## src/rtl/spi_slave_clk_engine_pkg.sv

```systemverilog
// Shared types for the SPI slave clock/shift engine.
package spi_slave_clk_engine_pkg;

  typedef enum logic [1:0] {
    IDLE   = 2'd0,
    LOAD   = 2'd1,
    ACTIVE = 2'd2
  } state_e;

  // Bit counter must be able to hold the frame length itself.
  function automatic int cnt_width(input int dw);
    return $clog2(dw + 1);
  endfunction

endpackage

```

## src/rtl/spi_sync_edge.sv

```systemverilog
// Multi-flop synchronizer plus edge detect against one extra register.
// Edge direction is recovered from the synchronized level.
module spi_sync_edge #(
  parameter int   STAGES  = 2,
  parameter logic RST_VAL = 1'b0
) (
  input  logic clk,
  input  logic rst_n,
  input  logic d_i,
  output logic sync_o,
  output logic edge_o
);

  logic [STAGES-1:0] sync_q;
  logic              prev_q;

  always_ff @(posedge clk or negedge rst_n) begin
    if (!rst_n) begin
      sync_q <= {STAGES{RST_VAL}};
      prev_q <= RST_VAL;
    end else begin
      sync_q <= {sync_q[STAGES-2:0], d_i};
      prev_q <= sync_q[STAGES-1];
    end
  end

  assign sync_o = sync_q[STAGES-1];
  assign edge_o = sync_q[STAGES-1] ^ prev_q;

endmodule

```

## src/rtl/spi_slave_clk_engine.sv

```systemverilog
// Slave-side SPI engine: oversampled SCK/SS_n/MOSI, shift/sample strobes,
// one-word TX and RX buffers, MISO drive.
module spi_slave_clk_engine
  import spi_slave_clk_engine_pkg::*;
#(
  parameter int DATA_WIDTH  = 8,
  parameter int SYNC_STAGES = 2
) (
  input  logic                  clk,
  input  logic                  rst_n,
  input  logic                  SPE,
  input  logic                  MSTR,
  input  logic                  CPOL,
  input  logic                  CPHA,
  input  logic                  LSBFE,
  input  logic                  SCK_in,
  input  logic                  SS_n,
  input  logic                  MOSI,
  input  logic [DATA_WIDTH-1:0] tx_data,
  input  logic                  tx_load,
  input  logic                  rx_read,
  output logic                  MISO,
  output logic                  MISO_oe,
  output logic [DATA_WIDTH-1:0] rx_data,
  output logic                  rx_valid,
  output logic                  rx_full,
  output logic                  overrun,
  output logic                  tx_empty,
  output logic                  S_BaudRate,
  output logic                  S_Shift_clk,
  output logic                  S_Sample_clk
);

  localparam int                CNT_W    = cnt_width(DATA_WIDTH);
  localparam logic [CNT_W-1:0]  LAST_BIT = CNT_W'(DATA_WIDTH - 1);

  state_e                  state_q, state_d;
  logic [CNT_W-1:0]        bit_cnt_q;
  logic [DATA_WIDTH-1:0]   shift_q, rx_shift_q, tx_buf_q, rx_data_q, rx_word;
  logic                    tx_empty_q, rx_valid_q, rx_full_q, overrun_q, miso_oe_q;
  logic                    baud_q, shift_clk_q, sample_clk_q;
  logic                    cpol_q, cpha_q, lsbfe_q;
  logic [SYNC_STAGES-1:0]  mosi_sync_q;
  logic                    sck_s, sck_edge, ss_s, ss_edge, mosi_s;
  logic                    en, ss_fall, in_active, sck_lead, sck_trail;
  logic                    sample_edge, shift_edge, frame_done, store_rx;

  spi_sync_edge #(.STAGES(SYNC_STAGES), .RST_VAL(1'b0)) u_sck_sync (
    .clk(clk), .rst_n(rst_n), .d_i(SCK_in), .sync_o(sck_s), .edge_o(sck_edge)
  );

  // SS_n resets to the deselected level so reset release never looks like a select.
  spi_sync_edge #(.STAGES(SYNC_STAGES), .RST_VAL(1'b1)) u_ss_sync (
    .clk(clk), .rst_n(rst_n), .d_i(SS_n), .sync_o(ss_s), .edge_o(ss_edge)
  );

  always_ff @(posedge clk or negedge rst_n) begin
    if (!rst_n) mosi_sync_q <= '0;
    else        mosi_sync_q <= {mosi_sync_q[SYNC_STAGES-2:0], MOSI};
  end
  assign mosi_s = mosi_sync_q[SYNC_STAGES-1];

  assign en          = SPE & ~MSTR & ~ss_s;
  assign ss_fall     = ss_edge & ~ss_s;
  assign in_active   = (state_q == ACTIVE) & en;
  assign sck_lead    = sck_edge & (sck_s ^ cpol_q);
  assign sck_trail   = sck_edge & ~(sck_s ^ cpol_q);
  assign sample_edge = in_active & (cpha_q ? sck_trail : sck_lead);
  assign shift_edge  = in_active & (cpha_q ? sck_lead : sck_trail);
  assign frame_done  = sample_edge & (bit_cnt_q == LAST_BIT);
  assign store_rx    = frame_done & (~rx_full_q | rx_read);
  assign rx_word     = lsbfe_q ? {mosi_s, rx_shift_q[DATA_WIDTH-1:1]}
                               : {rx_shift_q[DATA_WIDTH-2:0], mosi_s};

  always_comb begin
    state_d = state_q;
    case (state_q)
      IDLE:    if (ss_fall) state_d = LOAD;
      LOAD:    state_d = ACTIVE;
      ACTIVE:  if (frame_done) state_d = LOAD;
      default: state_d = IDLE;
    endcase
    if (!en) state_d = IDLE;
  end

  always_ff @(posedge clk or negedge rst_n) begin
    if (!rst_n) begin
      state_q      <= IDLE;
      bit_cnt_q    <= '0;
      shift_q      <= '0;
      rx_shift_q   <= '0;
      tx_buf_q     <= '0;
      rx_data_q    <= '0;
      tx_empty_q   <= 1'b1;
      rx_valid_q   <= 1'b0;
      rx_full_q    <= 1'b0;
      overrun_q    <= 1'b0;
      miso_oe_q    <= 1'b0;
      baud_q       <= 1'b0;
      shift_clk_q  <= 1'b0;
      sample_clk_q <= 1'b0;
      cpol_q       <= 1'b0;
      cpha_q       <= 1'b0;
      lsbfe_q      <= 1'b0;
    end else begin
      state_q      <= state_d;
      baud_q       <= in_active & sck_edge;
      shift_clk_q  <= shift_edge;
      sample_clk_q <= sample_edge;
      // Enable follows the first loaded shifter and stays up across back-to-back frames.
      miso_oe_q    <= (state_d != IDLE) & (state_q != IDLE);

      if (state_d == IDLE) begin
        bit_cnt_q <= '0;
      end else if (state_q == LOAD) begin
        bit_cnt_q <= '0;
        cpol_q    <= CPOL;
        cpha_q    <= CPHA;
        lsbfe_q   <= LSBFE;
        shift_q   <= tx_load ? tx_data : (tx_empty_q ? '0 : tx_buf_q);
      end else begin
        if (sample_edge) begin
          bit_cnt_q  <= bit_cnt_q + CNT_W'(1);
          rx_shift_q <= rx_word;
        end
        // No bit has been presented yet when bit_cnt is zero, so that edge only confirms bit 0.
        if (shift_edge && bit_cnt_q != '0)
          shift_q <= lsbfe_q ? (shift_q >> 1) : (shift_q << 1);
      end

      if (state_q == LOAD) begin
        tx_empty_q <= 1'b1;
      end else if (tx_load) begin
        tx_buf_q   <= tx_data;
        tx_empty_q <= 1'b0;
      end

      rx_valid_q <= store_rx;
      if (store_rx) begin
        rx_data_q <= rx_word;
        rx_full_q <= 1'b1;
      end else if (rx_read) begin
        rx_full_q <= 1'b0;
      end

      if (frame_done && rx_full_q && !rx_read) overrun_q <= 1'b1;
      else if (rx_read)                        overrun_q <= 1'b0;
    end
  end

  assign MISO         = miso_oe_q & (lsbfe_q ? shift_q[0] : shift_q[DATA_WIDTH-1]);
  assign MISO_oe      = miso_oe_q;
  assign rx_data      = rx_data_q;
  assign rx_valid     = rx_valid_q;
  assign rx_full      = rx_full_q;
  assign overrun      = overrun_q;
  assign tx_empty     = tx_empty_q;
  assign S_BaudRate   = baud_q;
  assign S_Shift_clk  = shift_clk_q;
  assign S_Sample_clk = sample_clk_q;

endmodule

```

## config.mk

```make
export PLATFORM = sky130hd
export DESIGN_NAME = spi_slave_clk_engine
export DESIGN_NICKNAME = d
export VERILOG_FILES = /design/src/rtl/spi_slave_clk_engine_pkg.sv /design/src/rtl/spi_sync_edge.sv /design/src/rtl/spi_slave_clk_engine.sv
export SDC_FILE = /design/constraint.sdc
export NUM_CORES = 1
export LEC_CHECK = 0
export ABC_CLOCK_PERIOD_IN_PS = 2660
export BUFFER_PORTS_ARGS = -buffer_cell sky130_fd_sc_hd__buf_2
export CORE_MARGIN = 5
export CORE_UTILIZATION = 50
export CTS_CLUSTER_DIAMETER = 80
export DETAILED_ROUTE_END_ITERATION = 16
export GPL_TIMING_DRIVEN = 0
export PLACE_DENSITY = 0.68
export SYNTH_ARGS = -nofsm -noshare
export SYNTH_HDL_FRONTEND = slang
export SYNTH_SLANG_ARGS = --single-unit
```

## constraint.sdc

```tcl
create_clock -name clk -period 2.66 [get_ports clk]
set_clock_uncertainty 0.15 [all_clocks]
set_input_delay 0 -clock clk [delete_from_list [all_inputs] [get_ports clk]]
set_output_delay 0 -clock clk [all_outputs]
set_load 0.03 [all_outputs]
```

Yosys cells after proc, flatten, opt, wreduce, memory -nomap -nowiden

Cells that the tools add are included.

Register bits: 57
Bits in latches: 0
RAM bits: 0
Memory bits (read-only): 0
Input bits: 20
Output and inout bits: 17
Logic and storage cells: 88
Memories: 0

Add/sub/neg operators: 1
Multipliers: 0
Divide/modulo/power cells: 0
Magnitude comparators: 0
Equal/unequal tests: 3
Shift operators: 0
Mux-type cells: 21
Bitwise gates (word level): 23
Reductions and logical operators: 18

Operator list:

| kind                                           | number |
|---|---|
| 2-to-1 mux 8 bit                               | 6 |
| AND 1 bit                                      | 13 |
| 2-to-1 mux 4 bit                               | 3 |
| nonzero test 2 bit                             | 6 |
| 2-to-1 mux 1 bit                               | 8 |
| 2-to-1 mux 2 bit                               | 3 |
| NOT 1 bit                                      | 6 |
| case mux 2 bit (3 select lines)                | 1 |
| AND reduction 2 bit                            | 3 |
| adder 4 x 1 -> 4 bit (second input constant)   | 1 |
| == test 4 x 3 -> 1 bit (second input constant) | 1 |
| logical NOT 2 bit                              | 2 |
| nonzero test 4 bit                             | 1 |
| logical AND 1 bit                              | 3 |
| AND reduction 3 bit                            | 1 |
| nonzero test 3 bit                             | 1 |
| XOR 1 bit                                      | 3 |
| == test 2 x 1 -> 1 bit (second input constant) | 1 |
| == test 2 bit (second input constant)          | 1 |
| logical NOT 1 bit                              | 1 |
| bitwise OR 1 bit                               | 1 |

Logic depth before layout (Yosys ltp)

Word-level depth: 12
Mapped depth: 6
Depth with buffers taken out: 5

Hierarchy

A second synthesis with hierarchy kept.

Cells, all modules: 195
Area total of the unflattened synthesis: 2489.9 sq um

By module, submodules not included:

| module                     | times used | cells each | area each (sq um) | seq. area each (sq um) |
|---|---|---|---|---|
| spi_slave_clk_engine       | 1          | 187        | 2318.5            | 1277.5 |
| spi_sync_edge (u_ss_sync)  | 1          | 4          | 87.6              | 78.8 |
| spi_sync_edge (u_sck_sync) | 1          | 4          | 83.8              | 75.1 |

Least setup slack after synthesis

No wires, ideal clock.

Path kind: flip-flop to flip-flop
From: register state_q[1]
To: register shift_q[0]
Setup time: 0.125 ns
Arrival time: 1.802 ns
Required time: 2.385 ns
Setup slack: 0.583 ns
Cell stages (with the launch flop): 7
Buffers on the path: 2
Period minus slack after synthesis: 2.077 ns
Cells stage by stage: dfrtp_1 -> nand2b_1 -> buf_2 -> or4b_1 -> clkbuf_2 -> o31ai_4 -> mux2_2

Longest elaborated chain between the ends: 10
Elaborated cells on any way between the ends: 17
Classes of those cells: eq/ne: 2; mux: 5; bitwise: 5; reduce/logical: 5

RTL lines:

| what                                 | line                                                   | text |
|---|---|---|
| start, declared                      | spi_slave_clk_engine.sv:37                             | `state_e state_q, state_d;` |
| start signal, assigned               | spi_slave_clk_engine.sv:106                            | `state_q <= state_d;` |
| == test 2 bit                        | spi_slave_clk_engine.sv:65, spi_slave_clk_engine.sv:77 |  |
| AND 1 bit                            | spi_slave_clk_engine.sv:65                             | `assign in_active = (state_q == ACTIVE) & en;` |
| AND 1 bit                            | spi_slave_clk_engine.sv:68                             | `assign sample_edge = in_active & (cpha_q ? sck_trail : sck_lead);` |
| AND 1 bit                            | spi_slave_clk_engine.sv:70                             | `assign frame_done = sample_edge & (bit_cnt_q == LAST_BIT);` |
| 2-to-1 mux 2 bit                     | spi_slave_clk_engine.sv:80                             | `ACTIVE: if (frame_done) state_d = LOAD;` |
| case mux 2 bit (3 select lines)      | spi_slave_clk_engine.sv:77                             | `case (state_q)` |
| 2-to-1 mux 2 bit                     | spi_slave_clk_engine.sv:83                             | `if (!en) state_d = IDLE;` |
| logical NOT 2 bit                    | spi_slave_clk_engine.sv:113                            | `if (state_d == IDLE) begin` |
| NOT 1 bit (no source line)           | n/a                                                    |  |
| AND reduction 2 bit (no source line) | n/a                                                    |  |
| end signal, assigned                 | spi_slave_clk_engine.sv:120                            | `shift_q <= tx_load ? tx_data : (tx_empty_q ? '0 : tx_buf_q);` |
| end signal, assigned                 | spi_slave_clk_engine.sv:128                            | `shift_q <= lsbfe_q ? (shift_q >> 1) : (shift_q << 1);` |
| end, declared                        | spi_slave_clk_engine.sv:39                             | `logic [DATA_WIDTH-1:0] shift_q, rx_shift_q, tx_buf_q, rx_data_q, rx_word;` |

Parallel ways exist; a longest one is shown, timed or not.
A chain may end at the register's enable or synchronous reset.

Worst setup path after layout

From: register state_q[1]
To: register shift_q[6]

The elaborated chain is that of the path after synthesis.

==> key figures <==
Outcome
  • Status: completed

Logic synthesis
  • Count of cell types in the netlist: 31
  • Synth top area cells: dfrtp_1 (53%), mux2_2 (19%), mux2i_1 (5.2%)
  • Synth Cell Area: 0.00250 mm^2
  • Syn_area_per_cell: 13.7 um^2
  • Post-synth ARST share: 100%
  • Synthesized flop and latch total: 57
  • Synth area leader: dfrtp_1
  • Area share of the largest cell type after synthesis: 53.1%
  • Main synth FF type: dfrtp_1
  • Post-synth EDFFs: 0
  • Post-Synthesis Cells: 183
  • Leading cell types by count after synthesis: dfrtp_1 (53), mux2_2 (43), mux2i_1 (13)
  • Mapped Nets: 205
  • Register area share after synthesis: 57.3%
  • Most frequent cell after synthesis: dfrtp_1
  • Synth warn: 0

Place
  • RD Place Congestion: 0.811
  • Post-DP HPWL: 3320 um
  • Placed cells: 286
  • Port buffer count: 36
  • DP Area: 0.00276 mm^2

CTS
  • CTS Buffer Depth: 2
  • Post-CTS Hold Buffers: 18
  • Root Buffer: clkbuf_8
  • # resized after CTS: 0
  • Clock transition at path regs: 0.06 ns
  • CTS buffer count: 9
  • CTS HTree Levels: 3
  • Clock sinks: 57
  • Worst skew pair latency: 0.33 ns
  • Post-CTS Setup Repair Bufs: 0
  • CTS tree: built

Timing
  • Setup TNS: 0 ns
  • Final slew viol count: 0
  • Tmin final: 2.26 ns
  • Fmax: 0.443 GHz
  • Fin crit share: 84.9%
  • RSZ-0062 raised after global routing: false
  • Final hold vios: 0
  • Setup Viol. Count Final: 0
  • Fin Hold WS: 0.0665 ns
  • Slew margin rel.: 53.7%
  • Actual slew at the worst max-slew pin: 0.694 ns

Die
  • Die area: 0.00651 mm^2
  • Number of I/O pins: 37
  • # rows: 25
  • Starting density of the core: 52.2%
  • Core outline area: 0.00479 mm^2
  • Die width: 80.7 um
  • Die height: 80.7 um

Cells and area
  • Diodes inserted: 0
  • Post-route cell area: 0.00314 mm^2
  • Area Growth Syn to Fin: 25.6%
  • Nets: 270
  • Layout Cells excl Fill: 320
  • Fraction of layout cells with a size suffix above 1: 41.9%
  • Post-layout util: 65.6%

Routing
  • Routed len/inst: 15.1 um
  • DRC Markers: 0
  • Final ANT Viol Nets: 0
  • Vias: 1639
  • Via density: 5.12
  • Routed Wire Length: 4830 um
  • First DRT Iteration DRCs: 45
  • Drt pass-1 iters: 4

Global routing
  • GRT overflow: 0
  • Global-route wire length before repair: 8280 um
  • Global Route Usage Sum: 17.1%
  • Vias in the first global route: 1766
  • Largest net degree at the start of global routing: 58
  • Antenna violations before repair: 0

Setup path
  • R2R setup slack: 0.40 ns
  • Critical Path RT: 2.72 ns
  • CP Capture Point: shift_q[6]$_DFFE_PN0P_
  • WS Path Type: reg2reg
  • Setup crit start: state_q[1]$_DFF_PN0_
  • Crit Reg-Reg Endpoint: shift_q[6]$_DFFE_PN0P_
  • Kind of start point of the critical path: register
  • CP max FO: 10
  • Worst Setup End Kind: register
  • Register-to-Register Path Depth: 6
  • WP data arrival: 2.32 ns
  • Worst r2r src: state_q[1]$_DFF_PN0_

Power and ir drop
  • Pleak: 1.49 nW
  • Peak VDD IR: 0.354 mV
  • Pwr dens: 601 mW/mm^2

Hold path
  • Worst min path class: in2reg

Run
  • Maxcap violations: 0
[routing by layer]
| metal | share of wire [%] | global-route usage [%] | vias to the layer above |
|---|---|---|---|
| met5 | 0 | 0 | - |
| met2 | 50 | 28.1 | 29 |
| met3 | 3.9 | 4.26 | 11 |
| met1 | 44 | 20.4 | 806 |
| li1 | - | - | 793 |
| met4 | 2.5 | 9.63 | 0 |
[worst min-delay path by stage]
stage,from,to,depth (start not counted)
after floorplan,rst_n,MISO_oe$_DFF_PN0_,0
after global placement,SS_n,u_ss_sync.sync_q[0]$_DFF_PN1_,1
after detailed placement,SS_n,u_ss_sync.sync_q[0]$_DFF_PN1_,1
after CTS,tx_load,tx_empty$_DFFE_PN1P_,3
after global routing,SPE,S_BaudRate$_DFF_PN0_,4
final,SPE,S_BaudRate$_DFF_PN0_,4
[critical path, stage by stage, from the launching register on]
cell and delay (ns):
dfrtp_1 0.44, nand2b_1 0.16, buf_2 0.18, or4b_1 0.47
clkbuf_2 0.19, o31ai_4 0.16, mux2_2 0.39
[power by group]
group / internal (mW) / total [mW] / leakage [nW] / switching (mW)
logic: 0.0950 / 0.183 / 0.645 / 0.0880
registers: 0.909 / 0.935 / 0.746 / 0.0254
clock network: 0.437 / 0.767 / 0.102 / 0.330
[cells in the final DEF (no fill, tap or decap)]
| cell type | count |
|---|---|
| a221oi_1 | 6 |
| dfrtp_1 | 53 |
| nand3_1 | 2 |
| buf_4 | 1 |
| mux2i_1 | 13 |
| nand2b_1 | 3 |
| a21oi_1 | 9 |
| xnor2_1 | 1 |
| o31ai_4 | 1 |
| a22oi_1 | 1 |
| inv_1 | 5 |
| o21ai_0 | 4 |
| nor3b_1 | 3 |
| clkbuf_2 | 1 |
| ha_1 | 2 |
| dlygate4sd3_1 | 18 |
| nor2b_1 | 3 |
| a211oi_1 | 1 |
| nor2_1 | 7 |
| dfstp_2 | 4 |
| nand2_1 | 6 |
| buf_1 | 1 |
| clkbuf_1 | 4 |
| mux2_2 | 43 |
| nor3_1 | 1 |
| clkinv_2 | 2 |
| o22ai_1 | 1 |
| nor4b_4 | 2 |
| or3_2 | 1 |
| o21a_1 | 1 |
| buf_2 | 37 |
| or4b_1 | 1 |
| nand2_2 | 1 |
| nand3b_1 | 1 |
| clkbuf_8 | 13 |
[layout make-up]
cell class	instances	area [um^2]
Fill cell	374	1650
Sequential cell	57	1430
Multi-Input combinational cell	114	1020
Timing Repair Buffer	54	363
Clock buffer	14	183
Tap cell	67	83.8
Buffer	7	30.0
Inverter	5	18.8
Clock inverter	2	10.0
[state kept, by name, indices dropped and copies added (netlist names)]
name / cells
rx_shift_q: 8
rx_data: 8
u_ss_sync.sync_q: 2
u_sck_sync.prev_q: 1
mosi_sync_q: 2
MISO_oe: 1
rx_full: 1
rx_valid: 1
S_Shift_clk: 1
u_sck_sync.sync_q: 2
bit_cnt_q: 4
tx_buf_q: 8
overrun: 1
lsbfe_q: 1
S_Sample_clk: 1
tx_empty: 1
shift_q: 8
cpha_q: 1
u_ss_sync.prev_q: 1
state_q: 2
cpol_q: 1
S_BaudRate: 1
[kinds of logic after synthesis]
group / count (synthesis) / share of synthesized area (%)
flip-flops: 57 / 57.3
multiplexers: 56 / 24.6
AND/OR/NAND/NOR: 31 / 8.11
AO/OA/AOI/OAI: 24 / 6.71
buffers and inverters: 12 / 1.95
adder cells (fa/ha/maj): 2 / 1.00
XOR/XNOR: 1 / 0.351
[stage by stage]
stage	worst slack, ns	total power [mW]
2_1_floorplan	0.583	1.05
3_3_place_gp	0.433	1.10
3_5_place_dp	0.384	1.11
4_1_cts	0.375	1.90
5_1_grt	0.237	1.97
6_report	0.401	1.88
(Power assumes the default switching activity.)
